<file path="src/rtl/dsp_frame_scheduler_if.sv">
// Frame-scheduler bus: capture side, DSPCore handshake, result side and status.
// The scheduler takes the slave view; the surrounding system takes the master view.
interface dsp_frame_scheduler_if #(
    parameter int unsigned NumCh = 8,
    parameter int unsigned Width = 24,
    parameter int unsigned OvrW  = 16
);
    localparam int unsigned BusW = NumCh * Width;

    logic            in_valid;
    logic [BusW-1:0] in_audio;
    logic            dsp_start;
    logic [BusW-1:0] dsp_inputs;
    logic            dsp_done;
    logic [BusW-1:0] dsp_outputs;
    logic [BusW-1:0] out_audio;
    logic            out_valid;
    logic            busy;
    logic            clear_status;
    logic [OvrW-1:0] overrun_count;
    logic            timeout_flag;

    modport slave (
        input  in_valid,
        input  in_audio,
        input  dsp_done,
        input  dsp_outputs,
        input  clear_status,
        output dsp_start,
        output dsp_inputs,
        output out_audio,
        output out_valid,
        output busy,
        output overrun_count,
        output timeout_flag
    );

    modport master (
        output in_valid,
        output in_audio,
        output dsp_done,
        output dsp_outputs,
        output clear_status,
        input  dsp_start,
        input  dsp_inputs,
        input  out_audio,
        input  out_valid,
        input  busy,
        input  overrun_count,
        input  timeout_flag
    );
endinterface

</file>
<file path="src/rtl/dsp_frame_scheduler.sv">
// Runs DSPCore once per ADAT frame: snapshots input, pulses start, waits for done
// under a watchdog, and holds the result bus. One-deep pending slot, overrun/timeout status.
module dsp_frame_scheduler #(
    parameter int unsigned NumCh   = 8,
    parameter int unsigned Width   = 24,
    parameter int unsigned Timeout = 2000,
    parameter int unsigned OvrW    = 16
) (
    input logic                  clk_i,
    input logic                  reset_ni,
    dsp_frame_scheduler_if.slave bus
);
    localparam int unsigned BusW = NumCh * Width;
    localparam int unsigned WdW  = $clog2(Timeout + 1);

    typedef enum logic [1:0] {
        StIdle,
        StLaunch,
        StRun
    } state_e;

    state_e          state_q, state_d;
    logic [BusW-1:0] dsp_inputs_q, dsp_inputs_d;
    logic [BusW-1:0] pend_buf_q, pend_buf_d;
    logic            pending_q, pending_d;
    logic [BusW-1:0] out_audio_q, out_audio_d;
    logic            out_valid_q, out_valid_d;
    logic            dsp_start_q, dsp_start_d;
    logic [WdW-1:0]  watchdog_q, watchdog_d;
    logic [OvrW-1:0] overrun_q, overrun_d;
    logic            timeout_q, timeout_d;
    logic            drop;

    always_comb begin
        state_d      = state_q;
        dsp_inputs_d = dsp_inputs_q;
        pend_buf_d   = pend_buf_q;
        pending_d    = pending_q;
        out_audio_d  = out_audio_q;
        out_valid_d  = 1'b0;
        dsp_start_d  = 1'b0;
        watchdog_d   = watchdog_q;
        overrun_d    = bus.clear_status ? '0 : overrun_q;
        timeout_d    = bus.clear_status ? 1'b0 : timeout_q;
        drop         = 1'b0;

        unique case (state_q)
            StIdle: begin
                if (pending_q) begin
                    // Older frame goes first; a coincident new frame refills the slot.
                    dsp_inputs_d = pend_buf_q;
                    pending_d    = 1'b0;
                    state_d      = StLaunch;
                    if (bus.in_valid) begin
                        pend_buf_d = bus.in_audio;
                        pending_d  = 1'b1;
                    end
                end else if (bus.in_valid) begin
                    dsp_inputs_d = bus.in_audio;
                    state_d      = StLaunch;
                end
            end
            StLaunch: begin
                dsp_start_d = 1'b1;
                watchdog_d  = WdW'(Timeout);
                state_d     = StRun;
            end
            StRun: begin
                if (bus.dsp_done) begin
                    out_audio_d = bus.dsp_outputs;
                    out_valid_d = 1'b1;
                    state_d     = StIdle;
                end else if (watchdog_q == WdW'(1)) begin
                    out_audio_d = '0;
                    out_valid_d = 1'b1;
                    timeout_d   = 1'b1;
                    watchdog_d  = '0;
                    state_d     = StIdle;
                end else begin
                    watchdog_d = watchdog_q - WdW'(1);
                end
            end
            default: state_d = StIdle;
        endcase

        if (state_q != StIdle && bus.in_valid) begin
            if (!pending_q) begin
                pend_buf_d = bus.in_audio;
                pending_d  = 1'b1;
            end else begin
                drop = 1'b1;
            end
        end

        if (drop && overrun_d != '1) begin
            overrun_d = overrun_d + OvrW'(1);
        end
    end

    always_ff @(posedge clk_i) begin
        if (!reset_ni) begin
            state_q      <= StIdle;
            dsp_inputs_q <= '0;
            pend_buf_q   <= '0;
            pending_q    <= 1'b0;
            out_audio_q  <= '0;
            out_valid_q  <= 1'b0;
            dsp_start_q  <= 1'b0;
            watchdog_q   <= '0;
            overrun_q    <= '0;
            timeout_q    <= 1'b0;
        end else begin
            state_q      <= state_d;
            dsp_inputs_q <= dsp_inputs_d;
            pend_buf_q   <= pend_buf_d;
            pending_q    <= pending_d;
            out_audio_q  <= out_audio_d;
            out_valid_q  <= out_valid_d;
            dsp_start_q  <= dsp_start_d;
            watchdog_q   <= watchdog_d;
            overrun_q    <= overrun_d;
            timeout_q    <= timeout_d;
        end
    end

    assign bus.dsp_start     = dsp_start_q;
    assign bus.dsp_inputs    = dsp_inputs_q;
    assign bus.out_audio     = out_audio_q;
    assign bus.out_valid     = out_valid_q;
    assign bus.busy          = (state_q != StIdle);
    assign bus.overrun_count = overrun_q;
    assign bus.timeout_flag  = timeout_q;

endmodule

</file>
<file path="src/flat_wrapper.sv">
// flat-port wrapper written by rule: the top's interface ports become plain ports
module dsp_frame_scheduler_flat 
#(
    parameter int unsigned NumCh   = 8,
    parameter int unsigned Width   = 24,
    parameter int unsigned Timeout = 2000,
    parameter int unsigned OvrW    = 16
)
  (clk_i, reset_ni, bus_in_valid, bus_in_audio, bus_dsp_done, bus_dsp_outputs, bus_clear_status, bus_dsp_start, bus_dsp_inputs, bus_out_audio, bus_out_valid, bus_busy, bus_overrun_count, bus_timeout_flag);
  dsp_frame_scheduler_if #(.NumCh(NumCh), .Width(Width), .OvrW(OvrW)) bus_i ();
  input logic clk_i;
  input logic reset_ni;
  input wire logic [$bits(bus_i.in_valid)-1:0] bus_in_valid;
  input wire logic [$bits(bus_i.in_audio)-1:0] bus_in_audio;
  input wire logic [$bits(bus_i.dsp_done)-1:0] bus_dsp_done;
  input wire logic [$bits(bus_i.dsp_outputs)-1:0] bus_dsp_outputs;
  input wire logic [$bits(bus_i.clear_status)-1:0] bus_clear_status;
  output wire logic [$bits(bus_i.dsp_start)-1:0] bus_dsp_start;
  output wire logic [$bits(bus_i.dsp_inputs)-1:0] bus_dsp_inputs;
  output wire logic [$bits(bus_i.out_audio)-1:0] bus_out_audio;
  output wire logic [$bits(bus_i.out_valid)-1:0] bus_out_valid;
  output wire logic [$bits(bus_i.busy)-1:0] bus_busy;
  output wire logic [$bits(bus_i.overrun_count)-1:0] bus_overrun_count;
  output wire logic [$bits(bus_i.timeout_flag)-1:0] bus_timeout_flag;
  assign bus_i.in_valid = bus_in_valid;
  assign bus_i.in_audio = bus_in_audio;
  assign bus_i.dsp_done = bus_dsp_done;
  assign bus_i.dsp_outputs = bus_dsp_outputs;
  assign bus_i.clear_status = bus_clear_status;
  assign bus_dsp_start = bus_i.dsp_start;
  assign bus_dsp_inputs = bus_i.dsp_inputs;
  assign bus_out_audio = bus_i.out_audio;
  assign bus_out_valid = bus_i.out_valid;
  assign bus_busy = bus_i.busy;
  assign bus_overrun_count = bus_i.overrun_count;
  assign bus_timeout_flag = bus_i.timeout_flag;
  dsp_frame_scheduler #(.NumCh(NumCh), .Width(Width), .Timeout(Timeout), .OvrW(OvrW)) u_core (.clk_i(clk_i), .reset_ni(reset_ni), .bus(bus_i));
endmodule
</file>
<file path="config.mk">
export PLATFORM = sky130hd
export DESIGN_NAME = dsp_frame_scheduler_flat
export DESIGN_NICKNAME = d
export VERILOG_FILES = /design/src/rtl/dsp_frame_scheduler_if.sv /design/src/rtl/dsp_frame_scheduler.sv /design/src/flat_wrapper.sv
export SDC_FILE = /design/constraint.sdc
export NUM_CORES = 1
export LEC_CHECK = 0
export ABC_AREA = 1
export CAP_MARGIN = 0
export CORE_AREA = 2 2 307 309
export DETAILED_ROUTE_END_ITERATION = 10
export DIE_AREA = 0 0 309 311
export GPL_ROUTABILITY_DRIVEN = 0
export SYNTH_ARGS = -nofsm -noshare
export SYNTH_HDL_FRONTEND = slang
export SYNTH_SLANG_ARGS = --single-unit
export TNS_END_PERCENT = 5
</file>
<file path="constraint.sdc">
create_clock -name clk_i -period 2.75 [get_ports clk_i]
set_input_delay 0.55 -clock clk_i [delete_from_list [all_inputs] [get_ports clk_i]]
set_output_delay 0.55 -clock clk_i [all_outputs]
set_load 0.02 [all_outputs]
</file>
Word-level counts from Yosys, hierarchy flattened
Cells that the tools add are included.
{ "classes": {"addsub": 2, "n_eq_ne": 7, "muxes": 33, "n_reduce_logical": 12} }
{ "ops": {"columns": ["operator", "n"], "rows": [
  ["two-way mux 192 bit", 9],
  ["two-way mux 16 bit", 2],
  ["two-way mux 11 bit", 2],
  ["case mux 11 bit (2 select lines)", 1],
  ["adder 16 x 1 -> 16 bit, second input constant", 1],
  ["inequality test 16 bit, second input constant", 1],
  ["two-way mux 1 bit", 14],
  ["equality test 11 x 1 -> 1 bit, second input constant", 1],
  ["subtractor 11 x 1 -> 11 bit, second input constant", 1],
  ["AND reduction 2 bit", 5],
  ["two-way mux 2 bit", 4],
  ["nonzero test 2 bit", 4],
  ["inequality test 3 x 2 -> 1 bit, second input constant", 2],
  ["case mux 2 bit (3 select lines)", 1],
  ["equality test 2 x 1 -> 1 bit, second input constant", 1],
  ["equality test 2 bit, second input constant", 1],
  ["logical AND 1 bit", 2],
  ["zero test 2 bit", 1],
  ["inequality test 2 bit, second input constant", 1]
]} }
{ "totals": {"ff_bits": 609, "input_bits": 389, "word_cells": 64} }

Logic depth before layout (Yosys ltp)
Gate-level depths: netlist of run 1.
{ "depth": {"ltp_word": 5, "ltp_mapped": 15, "depth_no_buf": 12} }

Least setup slack after synthesis of run 1
OpenSTA, ideal clock, no wires.
{ "synth_timing": {"path_kind": "input-to-reg", "from": "input port bus_clear_status", "to": "register u_core.overrun_q[9] (netlist: u_core.bus.overrun_count[9])", "setup_time_ns": 0.068, "arrival_ns": 2.124, "required_ns": 2.682, "path_slack_ns": 0.558, "stages": 15, "n_path_buf": 3, "path_cell_list": "buf_6 clkinv_4 buf_6 nand2_1 inv_1 ha_1 nand2_1 nor2_4 nand2_2 nor2_4 nand2_4 nand2_4 buf_6 nand2_1 a21oi_2"} }
{ "synth_between": {"elab_chain_cells": 4, "word_cells_on_any_way": 5} }
{ "synth_rtl": {"columns": ["element", "line", "source"], "rows": [
  ["from (decl)", "flat_wrapper.sv:17", "input wire logic [$bits(bus_i.clear_status)-1:0] bus_clear_status;"],
  ["two-way mux 16 bit (*)", "dsp_frame_scheduler.sv:43", "overrun_d = bus.clear_status ? '0 : overrun_q;"],
  ["parallel branches: the longest is 2 deep, another holds adder 16 x 1 -> 16 bit", null, null],
  ["two-way mux 16 bit (*)", "dsp_frame_scheduler.sv:95", "if (drop && overrun_d != '1) begin"],
  ["to (signal assigned)", "dsp_frame_scheduler.sv:121", "overrun_q <= overrun_d;"],
  ["to (decl)", "dsp_frame_scheduler.sv:30", "logic [OvrW-1:0] overrun_q, overrun_d;"]
]} }
Mark *: on every way between the ends.
A chain may end at the register's enable or synchronous reset.

Final worst setup path of run 1
{ "layout_timing": {"from": "register u_core.state_q[0]", "to": "output port bus_busy"} }
{ "layout_between": {"elab_chain_cells": 1} }
{ "layout_rtl": {"columns": ["element", "line", "source"], "rows": [
  ["from (decl)", "dsp_frame_scheduler.sv:22", "state_e state_q, state_d;"],
  ["from (signal assigned)", "dsp_frame_scheduler.sv:102", "state_q <= StIdle;"],
  ["from (signal assigned)", "dsp_frame_scheduler.sv:113", "state_q <= state_d;"],
  ["nonzero test 2 bit", "dsp_frame_scheduler.sv:130", "assign bus.busy = (state_q != StIdle);"],
  ["to (decl)", "flat_wrapper.sv:22", "output wire logic [$bits(bus_i.busy)-1:0] bus_busy;"]
]} }
No other way between the ends.

==> flow_summary.json, run 1 <==
{
  "outcome": "completed",
  "critPathCapture": "bus_busy",
  "clock_latency_ps": 630,
  "worst_pin_slew_ps": 1071,
  "hold_class": "input port to register",
  "finalCritPeriodShare_pct": 94.38,
  "dieArea_mm2": 0.09610,
  "combPwrFrac_pct": 17.3,
  "vdd_ir_drop_max_v": 0.0004363,
  "ff_latch_area_mm2": 0.01220,
  "power.switching_mw": 6.692,
  "ios": 793,
  "die_width_um": 309,
  "avgSynthCellArea_um2": 7.543,
  "path_cells": "nor2_1 > inv_2 > clkdlybuf4s50_1",
  "yosys_warnings": 0,
  "core_mm2": 0.09277,
  "slowest_delay_ps": 620,
  "reg2regPathDepth": 6,
  "rr_startpoint": "u_core.pending_q$_SDFF_PN0_",
  "wl_um": 88900,
  "route.detailed.wl_per_inst_um": 17.65,
  "power.density_mw_per_mm2": 687.8,
  "clock-sinks": 609,
  "crit_path_max_fanout": 4,
  "synth_commonest_cells": "842 x nand2_1, 609 x dfxtp_1, 429 x nor2_1, 399 x o21ai_0, 207 x a21oi_1",
  "drv_cap": 0,
  "grt_pass1_vias": 21550,
  "grt_pass1_wl_um": 131100,
  "ys_ff_latch": 609,
  "sw_frac_of_total_pct": 28.14,
  "cts_root_buf": "clkbuf_16",
  "crit_family": "buffers and inverters",
  "worstPathRequired_ps": 2200,
  "period_minus_slack_ps": 2595,
  "p_int_mw": 17.09,
  "grt_start_max_net_pins": 137,
  "syn-num-nets": 3426,
  "finalSetupViolCount": 0,
  "ant_nets": 0,
  "die_h_um": 311,
  "r2r_end": "u_core.pend_buf_q[90]$_SDFF_PN0_",
  "vias_per_cell": 4.550,
  "synth.distinct_cells": 32,
  "critPathCaptureType": "output pin",
  "drt-pass1-iter-count": 5,
  "gr-total-overflow": 0,
  "cts_htree_levels": 3,
  "cp.arrival_ps": 2050,
  "cts_tree": "yes",
  "leakage_nw": 12.72,
  "synth_top_area_cell": "dfxtp_1",
  "r2r_slack_ps": 640,
  "fmax_ghz": 0.3853,
  "multi_input_area_mm2": 0.009563,
  "cp.depth": 3,
  "hold_violations": 0,
  "nFillCells": 9587,
  "crit_path_start_kind": "register",
  "setup_tns_ps": 0,
  "synth_edf_count": 0,
  "holdBufCountCts": 0,
  "post_cts_buffers": 0,
  "drt-initial-drc-count": 1416,
  "dpl.hpwl_um": 60760,
  "grt_usage_pct": 17.45,
  "cts_buffers": 72,
  "min_path_cells": 3,
  "cts_resized": 0,
  "criticalPathCategory": "register to output pin",
  "io_buffer_count": 792,
  "synth.top_cell.area_share_pct": 53.28,
  "synthArstFlopShare_pct": 0,
  "drive_above_1_share_pct": 5.357,
  "netlist_top_cells_area": "dfxtp_1 53%, nand2_1 14%, o21ai_0 8.7%",
  "ys_seq_area_share_pct": 53.28,
  "p_seq_share_pct": 42.1,
  "critical-path-slowest-cell": "clkdlybuf4s50_1",
  "dr_total_vias": 22920,
  "syn2layout_area_growth_pct": 51.08,
  "rsz0062_at_grt": "false",
  "finalMaxSlewViolations": 0,
  "critPathBufInv": 2,
  "start_util_pct": 24.67,
  "nets": 4110,
  "skew_ps": 25.79,
  "clkTransAtPathRegs_ps": 60,
  "hp-start": "reset_ni",
  "yosysMostFrequentCell": "nand2_1",
  "antenna_found_initial": 15,
  "syn_inst": 3034,
  "clk_path_buf_depth": 3,
  "row_count": 112,
  "synth_area_mm2": 0.02288,
  "ys.flop_type": "dfxtp_1",
  "critPathLaunch": "u_core.state_q[0]$_SDFFE_PN0P_",
  "slew_headroom_pct": 28.59,
  "holdWs_ps": 351.2,
  "p_clk_share_pct": 40.6,
  "drcViolationCount": 0
}
-- placed cells by master (no fill, tap or decap), drive strengths merged, types with 6 or more instances in the layout --
cell type / netlist / routed
nand2: 849 / 849
clkdlybuf4s50: 0 / 791
dfxtp: 609 / 609
nor2: 440 / 440
o21ai: 401 / 401
a21oi: 211 / 211
a31oi: 192 / 192
clkbuf: 172 / 104
buf: 67 / 58
inv: 40 / 46
nand3: 27 / 27
diode: 0 / 11
clkinv: 2 / 11
nand4: 7 / 7
xor2: 6 / 6
-- stage by stage --
| stage | instances | util [%] | power [mW] | worst slack [ps] | area, µm² |
|---|---|---|---|---|---|
| after floorplan | 3034 | - | 12.10 | 558.1 | 22880 |
| after global routing | 5033 | 37.26 | 24.78 | 12.74 | 34570 |
| final | 5036 | 37.27 | 23.78 | 154.6 | 34570 |
| after CTS | 5025 | 37.24 | 24.06 | 62.88 | 34550 |
| after detailed placement | 4898 | 34.69 | 14.31 | 111.4 | 32190 |
| after global placement | 4898 | 34.69 | 14.28 | 165.8 | 32190 |
-- final cells by class --
| class | instances | area share, % |
|---|---|---|
| clock buffer | 104 | 6.025 |
| multi-input combinational | 2144 | 27.66 |
| sequential | 609 | 35.27 |
| inverter | 42 | 0.5356 |
| clock inverter | 23 | 0.8034 |
| tap | 1254 | 4.538 |
| timing repair buffer | 849 | 25.09 |
| antenna | 11 | 0.07961 |
-- worst min path at each step --
stage,end
after floorplan,u_core.pend_buf_q[10]$_SDFF_PN0_
after global placement,u_core.bus.out_audio[100]$_SDFFE_PN0P_
after detailed placement,u_core.bus.out_audio[139]$_SDFFE_PN0P_
after CTS,u_core.pend_buf_q[124]$_SDFF_PN0_
after global routing,u_core.pend_buf_q[34]$_SDFF_PN0_
final,u_core.pend_buf_q[128]$_SDFF_PN0_
-- cell families after synthesis --
logic type / count (synthesis) / synth area share, %
xor gates and xnor gates: 10 / 0.3827
buffers and inverters: 281 / 5.025
adders and majority gates: 3 / 0.1640
AOI/OAI and AO/OA: 807 / 18.84
and+or+nand+nor: 1324 / 22.32
DFF: 609 / 53.28
-- worst reg2reg max path, stage by stage (launching register included) --
cell and delay [ps]:
dfxtp_4 430, inv_6 310, nand3_1 200, nand2_4 180, buf_12 430, o21ai_0 370
nor2_1 120
-- per-layer routing --
layer  track usage [%]  part of all wire (%)
met1             19.10                    39
met3             5.619                   7.7
met2             30.39                    49
met4             8.109                   4.2
met5                 0                 0.099
-- power by group through the flow --
stage | Combinational, mW | Clock, mW | Sequential, mW
floorplan | 1.52 | 0 | 10.6
global placement | 4.10 | 0 | 10.2
detailed placement | 4.13 | 0 | 10.2
CTS | 4.15 | 9.91 | 10.0
global route | 4.46 | 10.2 | 10.1
finish | 4.11 | 9.66 | 10.0
-- state kept, by name (all words and copies together), names as in the netlist --
signal / cells
u_core.state_q: 2
u_core.bus.out_audio: 192
u_core.watchdog_q: 11
u_core.bus.dsp_inputs: 192
u_core.bus.overrun_count: 16
u_core.bus.out_valid: 1
u_core.bus.dsp_start: 1
u_core.pending_q: 1
u_core.bus.timeout_flag: 1
u_core.pend_buf_q: 192
No activity file was read; power rests on OpenSTA's default activity.
==> inputs of run 2 (changes only) <==
--- a/config.mk
+++ b/config.mk
@@ -6,7 +6,7 @@
 export NUM_CORES = 1
 export LEC_CHECK = 0
 export ABC_AREA = 1
-export CAP_MARGIN = 0
+export CAP_MARGIN = 20
 export CORE_AREA = 2 2 307 309
 export DETAILED_ROUTE_END_ITERATION = 10
 export DIE_AREA = 0 0 309 311
==> results of run 2 <==
Same layout as run 1: the final DEF is identical, and so are final timing and power.
